$ cat config.mk
export PLATFORM = sky130hd
export DESIGN_NAME = bcd_entry_unit
export DESIGN_NICKNAME = d
export VERILOG_FILES = /design/src/rtl/bcd_entry_unit_pkg.sv /design/src/rtl/bcd_entry_unit_mac10.sv /design/src/rtl/bcd_entry_unit.sv
export SDC_FILE = /design/constraint.sdc
export NUM_CORES = 1
export LEC_CHECK = 0
export CORE_MARGIN = 4
export CORE_UTILIZATION = 45
export CTS_CLUSTER_DIAMETER = 40
export DETAILED_ROUTE_END_ITERATION = 10
export PLACE_DENSITY_LB_ADDON = 0.12
export SKIP_CTS_REPAIR_TIMING = 1
export SYNTH_ARGS = -nofsm -noshare
export SYNTH_HDL_FRONTEND = slang
export SYNTH_SLANG_ARGS = --single-unit
$ cat constraint.sdc
create_clock -name clk -period 6.6 [get_ports clk]
set_input_delay 1.32 -clock clk [delete_from_list [all_inputs] [get_ports clk]]
set_output_delay 1.32 -clock clk [all_outputs]
set_load 0.05 [all_outputs]
$ cat src/rtl/bcd_entry_unit_pkg.sv
// rtl/bcd_entry_unit_pkg.sv - shared key codes, blank nibble and entry FSM states
package bcd_entry_unit_pkg;

    localparam logic [3:0] KEY_SIGN     = 4'hA;
    localparam logic [3:0] KEY_BKSP     = 4'hB;
    localparam logic [3:0] KEY_CLR      = 4'hC;
    localparam logic [3:0] KEY_ENT      = 4'hD;
    localparam logic [3:0] BLANK_NIBBLE = 4'hF;

    typedef enum logic [1:0] {
        ENTRY,
        CONVERT,
        DONE
    } entry_state_t;

    function automatic longint pow10(input int n);
        longint r;
        r = 1;
        for (int i = 0; i < n; i++) begin
            r = r * 10;
        end
        return r;
    endfunction

endpackage

$ cat src/rtl/bcd_entry_unit_mac10.sv
// rtl/bcd_entry_unit_mac10.sv - registered acc*10+digit accumulator with signed result
module bcd_mac10 #(
    parameter int WIDTH = 32
) (
    input  logic             clk,
    input  logic             reset,
    input  logic             clr,
    input  logic             step,
    input  logic [3:0]       digit,
    input  logic             neg,
    output logic [WIDTH-1:0] result
);

    logic [WIDTH-1:0] acc;

    // x10 as shift-add keeps the step a pair of adders instead of a multiplier
    always_ff @(posedge clk or posedge reset) begin
        if (reset) begin
            acc <= '0;
        end else if (clr) begin
            acc <= '0;
        end else if (step) begin
            acc <= (acc << 3) + (acc << 1) + WIDTH'(digit);
        end
    end

    assign result = (acc == '0) ? '0 : (neg ? -acc : acc);

endmodule

$ cat src/rtl/bcd_entry_unit.sv
// rtl/bcd_entry_unit.sv - signed decimal keypad entry with sequential BCD-to-binary conversion
module bcd_entry_unit
    import bcd_entry_unit_pkg::*;
#(
    parameter int DIGITS = 6,
    parameter int WIDTH  = 32
) (
    input  logic                         clk,
    input  logic                         reset,
    input  logic                         key_valid,
    input  logic [3:0]                   key_code,
    output logic [4*DIGITS-1:0]          bcd_disp,
    output logic [4*DIGITS-1:0]          bcd_arith,
    output logic                         neg,
    output logic [$clog2(DIGITS+1)-1:0]  digit_count,
    output logic                         busy,
    output logic [WIDTH-1:0]             value,
    output logic                         value_valid
);

    localparam int IMG_W = 4 * DIGITS;
    localparam int CNT_W = $clog2(DIGITS + 1);
    localparam logic [IMG_W-1:0] BLANK_IMG = {DIGITS{BLANK_NIBBLE}};

    if (DIGITS < 1 || DIGITS > 9 ||
        ((WIDTH < 64) && ((64'd1 << (WIDTH - 1)) <= 64'(pow10(DIGITS) - 1)))) begin : g_param_check
        $error("bcd_entry_unit: WIDTH too small for DIGITS, or DIGITS out of 1..9");
    end

    entry_state_t     state;
    logic [CNT_W-1:0] conv_idx;
    logic [3:0]       cur_digit;
    logic             mac_clr;
    logic             mac_step;
    logic [WIDTH-1:0] mac_result;

    always_comb begin
        cur_digit = '0;
        for (int i = 0; i < DIGITS; i++) begin
            if (conv_idx == CNT_W'(i)) begin
                cur_digit = bcd_arith[4*i +: 4];
            end
        end
    end

    assign mac_clr  = (state == ENTRY) && key_valid && (key_code == KEY_ENT);
    assign mac_step = (state == CONVERT);

    bcd_mac10 #(.WIDTH(WIDTH)) u_mac10 (
        .clk    (clk),
        .reset  (reset),
        .clr    (mac_clr),
        .step   (mac_step),
        .digit  (cur_digit),
        .neg    (neg),
        .result (mac_result)
    );

    always_ff @(posedge clk or posedge reset) begin
        if (reset) begin
            state       <= ENTRY;
            conv_idx    <= '0;
            bcd_disp    <= BLANK_IMG;
            bcd_arith   <= '0;
            neg         <= 1'b0;
            digit_count <= '0;
            busy        <= 1'b0;
            value       <= '0;
            value_valid <= 1'b0;
        end else begin
            value_valid <= 1'b0;
            case (state)
                ENTRY: begin
                    if (key_valid) begin
                        if (key_code <= 4'h9) begin
                            if (!(digit_count == '0 && key_code == 4'h0) &&
                                digit_count != CNT_W'(DIGITS)) begin
                                bcd_disp    <= (bcd_disp << 4) | IMG_W'(key_code);
                                bcd_arith   <= (bcd_arith << 4) | IMG_W'(key_code);
                                digit_count <= digit_count + 1'b1;
                            end
                        end else begin
                            case (key_code)
                                KEY_SIGN: neg <= ~neg;
                                KEY_BKSP: begin
                                    if (digit_count != '0) begin
                                        bcd_disp    <= (bcd_disp >> 4) |
                                                       (IMG_W'(BLANK_NIBBLE) << (IMG_W - 4));
                                        bcd_arith   <= bcd_arith >> 4;
                                        digit_count <= digit_count - 1'b1;
                                    end
                                end
                                KEY_CLR: begin
                                    bcd_disp    <= BLANK_IMG;
                                    bcd_arith   <= '0;
                                    neg         <= 1'b0;
                                    digit_count <= '0;
                                end
                                KEY_ENT: begin
                                    state    <= CONVERT;
                                    busy     <= 1'b1;
                                    conv_idx <= CNT_W'(DIGITS - 1);
                                end
                                default: ;
                            endcase
                        end
                    end
                end
                CONVERT: begin
                    // MSB nibble first; unused upper nibbles are zero so they add nothing
                    if (conv_idx == '0) begin
                        state <= DONE;
                    end else begin
                        conv_idx <= conv_idx - 1'b1;
                    end
                end
                DONE: begin
                    value       <= mac_result;
                    value_valid <= 1'b1;
                    bcd_disp    <= BLANK_IMG;
                    bcd_arith   <= '0;
                    neg         <= 1'b0;
                    digit_count <= '0;
                    busy        <= 1'b0;
                    state       <= ENTRY;
                end
                default: state <= ENTRY;
            endcase
        end
    end

endmodule

==> flow_metrics.env, run 1 <==
export IMPL_dr_pass1_iters=5
export IMPL_grt_pass1_vias=6557
export IMPL_synth_distinct_cells=66
export IMPL_status="completed"
export IMPL_grt_usage=0.214
export IMPL_finalHoldViolations=0
export IMPL_worst_path_max_fanout=9
export IMPL_ant_nets=0
export IMPL_detail_route_wl_per_cell_um=17.3
export IMPL_fin_area_um2=9530
export IMPL_cap_violations=0
export IMPL_io_pins=93
export IMPL_async_flop_share=1.00
export IMPL_grt_start_max_net_pins=81
export IMPL_tightest_slew_ns=0.980
export IMPL_fin_crit_sh=0.670
export IMPL_critPathRequiredTime_ns=6.90
export IMPL_root_buffer="clkbuf_16"
export IMPL_synth_top_cell_by_area="dfrtp_1"
export IMPL_clk_latency_ns=0.43
export IMPL_cts_buffer_depth=2
export IMPL_fillers=1554
export IMPL_synth_area_leaders="dfrtp_1 31%, ha_1 11%, dfstp_2 8.0%, o21ai_0 7.3%, nand2_1 6.6%"
export IMPL_drcViolationCount=0
export IMPL_area_delta_synth_final_pct=21.1
export IMPL_worstSetupStartpointType="register"
export IMPL_antenna_found_initial=0
export IMPL_cts_tree="done"
export IMPL_clock_sinks=123
export IMPL_holdPathEnd="value[18]"
export IMPL_dr_first_iter_drc_count=417
export IMPL_place_area_um2=8980
export IMPL_dieWidth_um=140
export IMPL_rsz0062_at_grt="false"
export IMPL_slew_viol_final=0
export IMPL_fmax_mhz=226
export IMPL_ys_seq_area_frac=0.395
export IMPL_clk_pin_slew_ns=0.06
export IMPL_slew_headroom=0.347
export IMPL_place_congestion=0.855
export IMPL_worstPathArrival_ns=4.72
export IMPL_synth_edf_count=0
export IMPL_synth_cells=876
export IMPL_min_period_ns=4.42
export IMPL_numCtsBuffers=17
export IMPL_fp_coreArea_um2=17200
export IMPL_hold_class="register to register"
export IMPL_antenna_cells=0
export IMPL_row_count=48
export IMPL_reg2reg_slack_ns=2.18
export IMPL_r2r_start="conv_idx[0]"
export IMPL_final_nets=1027
export IMPL_die_h_um=140
export IMPL_netlist_area_um2=7870
export IMPL_drive_gt1_frac=0.0893
export IMPL_drt_wl_total_um=20600
export IMPL_reg2reg_depth=17
export IMPL_syn_mean_instance_area_um2=8.98
export IMPL_io_buffer_count=92
export IMPL_synth_top_area_frac=0.315
export IMPL_holdPathStages=2
export IMPL_holdWs_ns=0.476
export IMPL_synth_nets=953
export IMPL_initial_core_util=0.457
export IMPL_dieArea_um2=19700
export IMPL_vias=6766
export IMPL_dp_hpwl_um=14300
export IMPL_setup_viol=0
export IMPL_grt_pass1_wl_um=34600
export IMPL_r2r_end="u_mac10.acc[25]"
export IMPL_viasPerCell=5.70
export IMPL_cp_end_kind="register"
export IMPL_final_cell_mix="137 x nand2_1, 113 x o21ai_0, 99 x dfrtp_1"
export IMPL_hp_start="value[18]"
export IMPL_htreeDepth=4
export IMPL_synth_warnings=0
export IMPL_overflow=0
export IMPL_finClkSkew_ns=0.0148
export IMPL_synth_ff_type="dfrtp_1"
export IMPL_fin_tns_setup_ns=0
export IMPL_worstSetupPathType="register to register"
export IMPL_ys_ff_latch=123
export IMPL_final_common_cell="nand2_1"
cell usage after synthesis, types with 3 or more instances:
master,number
a2111o_1,3
a211oi_1,9
a21o_1,8
a21oi_1,38
a221oi_1,4
a22o_1,12
a22oi_1,21
a31o_2,3
a31oi_1,8
and2_1,5
and3_1,4
buf_2,4
clkbuf_1,42
dfrtp_1,99
dfstp_2,24
ha_1,68
inv_1,22
mux2i_1,5
nand2_1,138
nand2b_1,5
nand3_1,14
nand3b_1,4
nand4_1,10
nor2_1,42
nor2b_1,6
nor3_1,7
o211ai_1,5
o21a_1,5
o21ai_0,114
o21ai_1,3
o21bai_1,5
o22ai_1,21
o31ai_1,23
or3_1,5
or4_1,5
xnor2_1,15
xor2_1,31
kinds of logic (layout without fill, tap and decap cells):
| family | Yosys count | after routing | synth area share |
|---|---|---|---|
| compound gates | 300 | 300 | 0.242 |
| simple gates | 262 | 262 | 0.158 |
| flops | 123 | 123 | 0.395 |
| mux | 5 | 5 | 0.00636 |
| buf+inv | 70 | 157 | 0.0345 |
| xor+xnor | 46 | 46 | 0.0512 |
| fa+ha+maj | 70 | 70 | 0.113 |
sequential cells by signal (all words and copies together), names as in the netlist:
signal,count
u_mac10.acc,32
value,32
bcd_arith,24
bcd_disp,24
conv_idx,3
digit_count,3
state,2
busy,1
neg,1
value_valid,1
metrics by stage:
step	utilization	setup slack, ns	instances
2_1_floorplan	-	2.05	876
3_3_place_gp	0.521	2.30	1156
3_5_place_dp	0.521	2.21	1156
4_1_cts	0.553	2.17	1188
5_1_grt	0.553	1.68	1188
6_report	0.553	2.18	1188
final cells by class:
| cell class | count | area [um^2] | share of cell area |
|---|---|---|---|
| multi-input cells | 683 | 4500 | 0.473 |
| repair buffers | 103 | 1000 | 0.105 |
| well taps | 225 | 282 | 0.0295 |
| flip-flops and latches | 123 | 3110 | 0.326 |
| clock inverters | 13 | 93.8 | 0.00985 |
| inverters | 22 | 85.1 | 0.00893 |
| clock buffers | 19 | 454 | 0.0477 |
how the worst max path moves through the flow:
stage,startpoint,end,slack (ns),cells past startpoint
floorplan,reset,bcd_arith[0],2.05,1
global placement,conv_idx[0],u_mac10.acc[25],2.30,17
detailed placement,conv_idx[0],u_mac10.acc[25],2.21,17
CTS,conv_idx[0],u_mac10.acc[25],2.17,17
global route,conv_idx[0],u_mac10.acc[25],1.68,17
finish,conv_idx[0],u_mac10.acc[25],2.18,17
per-layer routing:
metal  track usage  wire length (um)  vias up
li1              -                 -     3360
met1         0.304             10000     3248
met2         0.340              9590      135
met3        0.0341               653       23
met4        0.0607               340        0
met5             0                 0        -
critical path, cell delays in order (launching register included):
cell	delay [ns]
dfrtp_1	0.42
inv_1	0.13
ha_1	0.32
nand2_1	0.09
nor2_1	0.08
a21oi_1	0.05
o21ai_0	0.15
mux2i_1	0.08
o21ai_0	0.24
fa_1	0.51
ha_1	0.31
a21oi_1	0.20
o211ai_1	0.24
a211oi_1	0.50
a21oi_1	0.14
a211oi_1	0.40
o21ai_0	0.14
a221o_1	0.30
Power of run 1 is left out: the tool's default activity adds up to more than one toggle a clock period on the data nets, which glitch-free logic cannot reach.
==> run 2, diff against run 1 <==
==> constraint.sdc (replaced) <==
create_clock -name clk -period 4 [get_ports clk]
set_input_delay 0.8 -clock clk [delete_from_list [all_inputs] [get_ports clk]]
set_output_delay 0.8 -clock clk [all_outputs]
set_load 0.05 [all_outputs]
==> run 2 against run 1 <==
Global-route usage down 0.15 points. Die area unchanged. Setup slack worse by 2.1 ns. Register-to-register slack worse by 2.1 ns. Core utilization up 1.6 points. Worst hold slack better by 0.0032 ns. Clock skew down 0.0050 ns. Critical path type unchanged. Critical endpoint is now u_mac10.acc[29]. Largest cell class unchanged. Highest routed layer unchanged.
==> flow_metrics.env, run 2 (same netlist as run 1, synthesis figures left out) <==
export IMPL_status="completed"
export IMPL_io_pins=93
export IMPL_finClkSkew_ns=0.00975
export IMPL_slew_headroom=0.395
export IMPL_path_delay_family="compound AO/OA/AOI/OAI gates"
export IMPL_grt_pass1_wl_um=34300
export IMPL_crit_path_frequent_cell="nor2_1"
export IMPL_fin_tns_setup_ns=0
export IMPL_setup_viol=0
export IMPL_min_period_ns=3.92
export IMPL_numCtsBuffers=17
export IMPL_clk_latency_ns=0.42
export IMPL_tightest_slew_ns=0.906
export IMPL_slowest_delay_ns=0.47
export IMPL_overflow=0
export IMPL_final_cell_mix="137 x nand2_1, 110 x o21ai_0, 99 x dfrtp_1"
export IMPL_root_buffer="clkbuf_16"
export IMPL_area_delta_synth_final_pct=24.6
export IMPL_fillers=1553
export IMPL_fin_crit_sh=0.980
export IMPL_vias=6843
export IMPL_grt_pass1_vias=6478
export IMPL_final_nets=1044
export IMPL_finalHoldViolations=0
export IMPL_drt_wl_total_um=20900
export IMPL_viasPerCell=5.68
export IMPL_worstPathArrival_ns=4.21
export IMPL_dieArea_um2=19700
export IMPL_drcViolationCount=0
export IMPL_path_buf_inv=2
export IMPL_cts_buffer_depth=2
export IMPL_post_route_util=0.569
export IMPL_cts_tree="done"
export IMPL_grt_start_max_net_pins=102
export IMPL_place_congestion=0.894
export IMPL_clock_sinks=123
export IMPL_dp_hpwl_um=14500
export IMPL_dr_first_iter_drc_count=442
export IMPL_detail_route_wl_per_cell_um=17.4
export IMPL_cp_end_kind="register"
export IMPL_fmax_mhz=255
export IMPL_grt_usage=0.213
export IMPL_initial_core_util=0.457
export IMPL_drive_gt1_frac=0.117
export IMPL_io_buffer_count=92
export IMPL_dieWidth_um=140
export IMPL_fp_coreArea_um2=17200
export IMPL_cpMaxStageDelayCell="fa_1"
export IMPL_slew_viol_final=0
export IMPL_cap_violations=0
export IMPL_crit_chain="inv_2 > ha_1 > nand2_1 > nor2_1 > a21oi_1 > o21ai_0 > mux2i_1 > o21ai_2 > fa_1 > ha_4 > nand3_1 > o211ai_1 > a211oi_2 > buf_4 > a211oi_4 > nor2_1 > o2111a_1 > a221o_1"
export IMPL_hold_class="register to register"
export IMPL_clk_pin_slew_ns=0.06
export IMPL_worstSetupPathType="register to register"
export IMPL_htreeDepth=4
export IMPL_antenna_cells=0
export IMPL_row_count=48
export IMPL_reg_top3="u_mac10.acc x32, value x32"
export IMPL_critPathRequiredTime_ns=4.30
export IMPL_final_common_cell="nand2_1"
export IMPL_die_h_um=140
export IMPL_worst_path_max_fanout=5
export IMPL_ant_nets=0
export IMPL_dr_pass1_iters=5
export IMPL_antenna_found_initial=0
export IMPL_worstSetupStartpointType="register"
run 2: cell count changes in the layout (fill, tap and decap cells not counted), sizes merged:
cell | before | now
clkbuf | 19 | 21
buf | 11 | 28
clkinvlp | 0 | 1
clkinv | 10 | 7
run 2: path summary, 6_finish.rpt:
kind                              from         endpoint  slack (ns)  cells after the start
min in group asynchronous        reset  u_mac10.acc[11]        0.91                      2
max in group asynchronous        reset     bcd_arith[2]        2.33                      3
min                          value[24]        value[24]        0.48                      2
max reg2reg                conv_idx[0]  u_mac10.acc[29]        0.08                     18
min reg2reg                  value[24]        value[24]        0.48                      2
max                        conv_idx[0]  u_mac10.acc[29]        0.08                     18
run 2: cell type report:
| type | instances | area [um^2] | area share |
|---|---|---|---|
| Sequential cell | 123 | 3110 | 0.317 |
| Multi-Input combinational cell | 683 | 4570 | 0.467 |
| Clock inverter | 11 | 80.1 | 0.00817 |
| Clock buffer | 21 | 504 | 0.0514 |
| Tap cell | 225 | 282 | 0.0287 |
| Timing Repair Buffer | 120 | 1170 | 0.119 |
| Inverter | 22 | 86.3 | 0.00881 |
run 2: layer usage:
metal / up-vias / global-route usage / wire [um]
met5: - / 0 / 0
met4: 0 / 0.0459 / 151
met3: 14 / 0.0396 / 715
met2: 139 / 0.345 / 10200
met1: 3295 / 0.299 / 9870
li1: 3395 / - / -
run 2: stage by stage:
step | hold WS [ns] | cell area (um^2) | std cells | setup WS [ns]
floorplan | 0.503 | 7870 | 876 | 0.0372
global placement | 0.460 | 9090 | 1166 | -0.0500
detailed placement | 0.469 | 9090 | 1166 | -0.207
CTS | 0.482 | 9680 | 1198 | -0.244
global route | 0.503 | 9800 | 1205 | -0.0528
finish | 0.479 | 9800 | 1205 | 0.0805
run 2: worst min-delay path: cells and delay by family, from the launching register on:
kind	cells	cell delay, ns
AOI/OAI and AO/OA	1	0.06
and+or+nand+nor	1	0.05
DFF	1	0.33
Power of run 2 is left out for the same reason.
==> run 3, diff against run 2 <==
==> constraint.sdc (replaced) <==
create_clock -name clk -period 4 [get_ports clk]
set_input_delay 0.8 -clock clk [delete_from_list [all_inputs] [get_ports clk]]
set_output_delay 0.8 -clock clk [all_outputs]
set_load 0.02 [all_outputs]
==> results of run 3 <==
Same layout as run 2 (identical final DEF). Status: completed.
(Power assumes the default switching activity.)
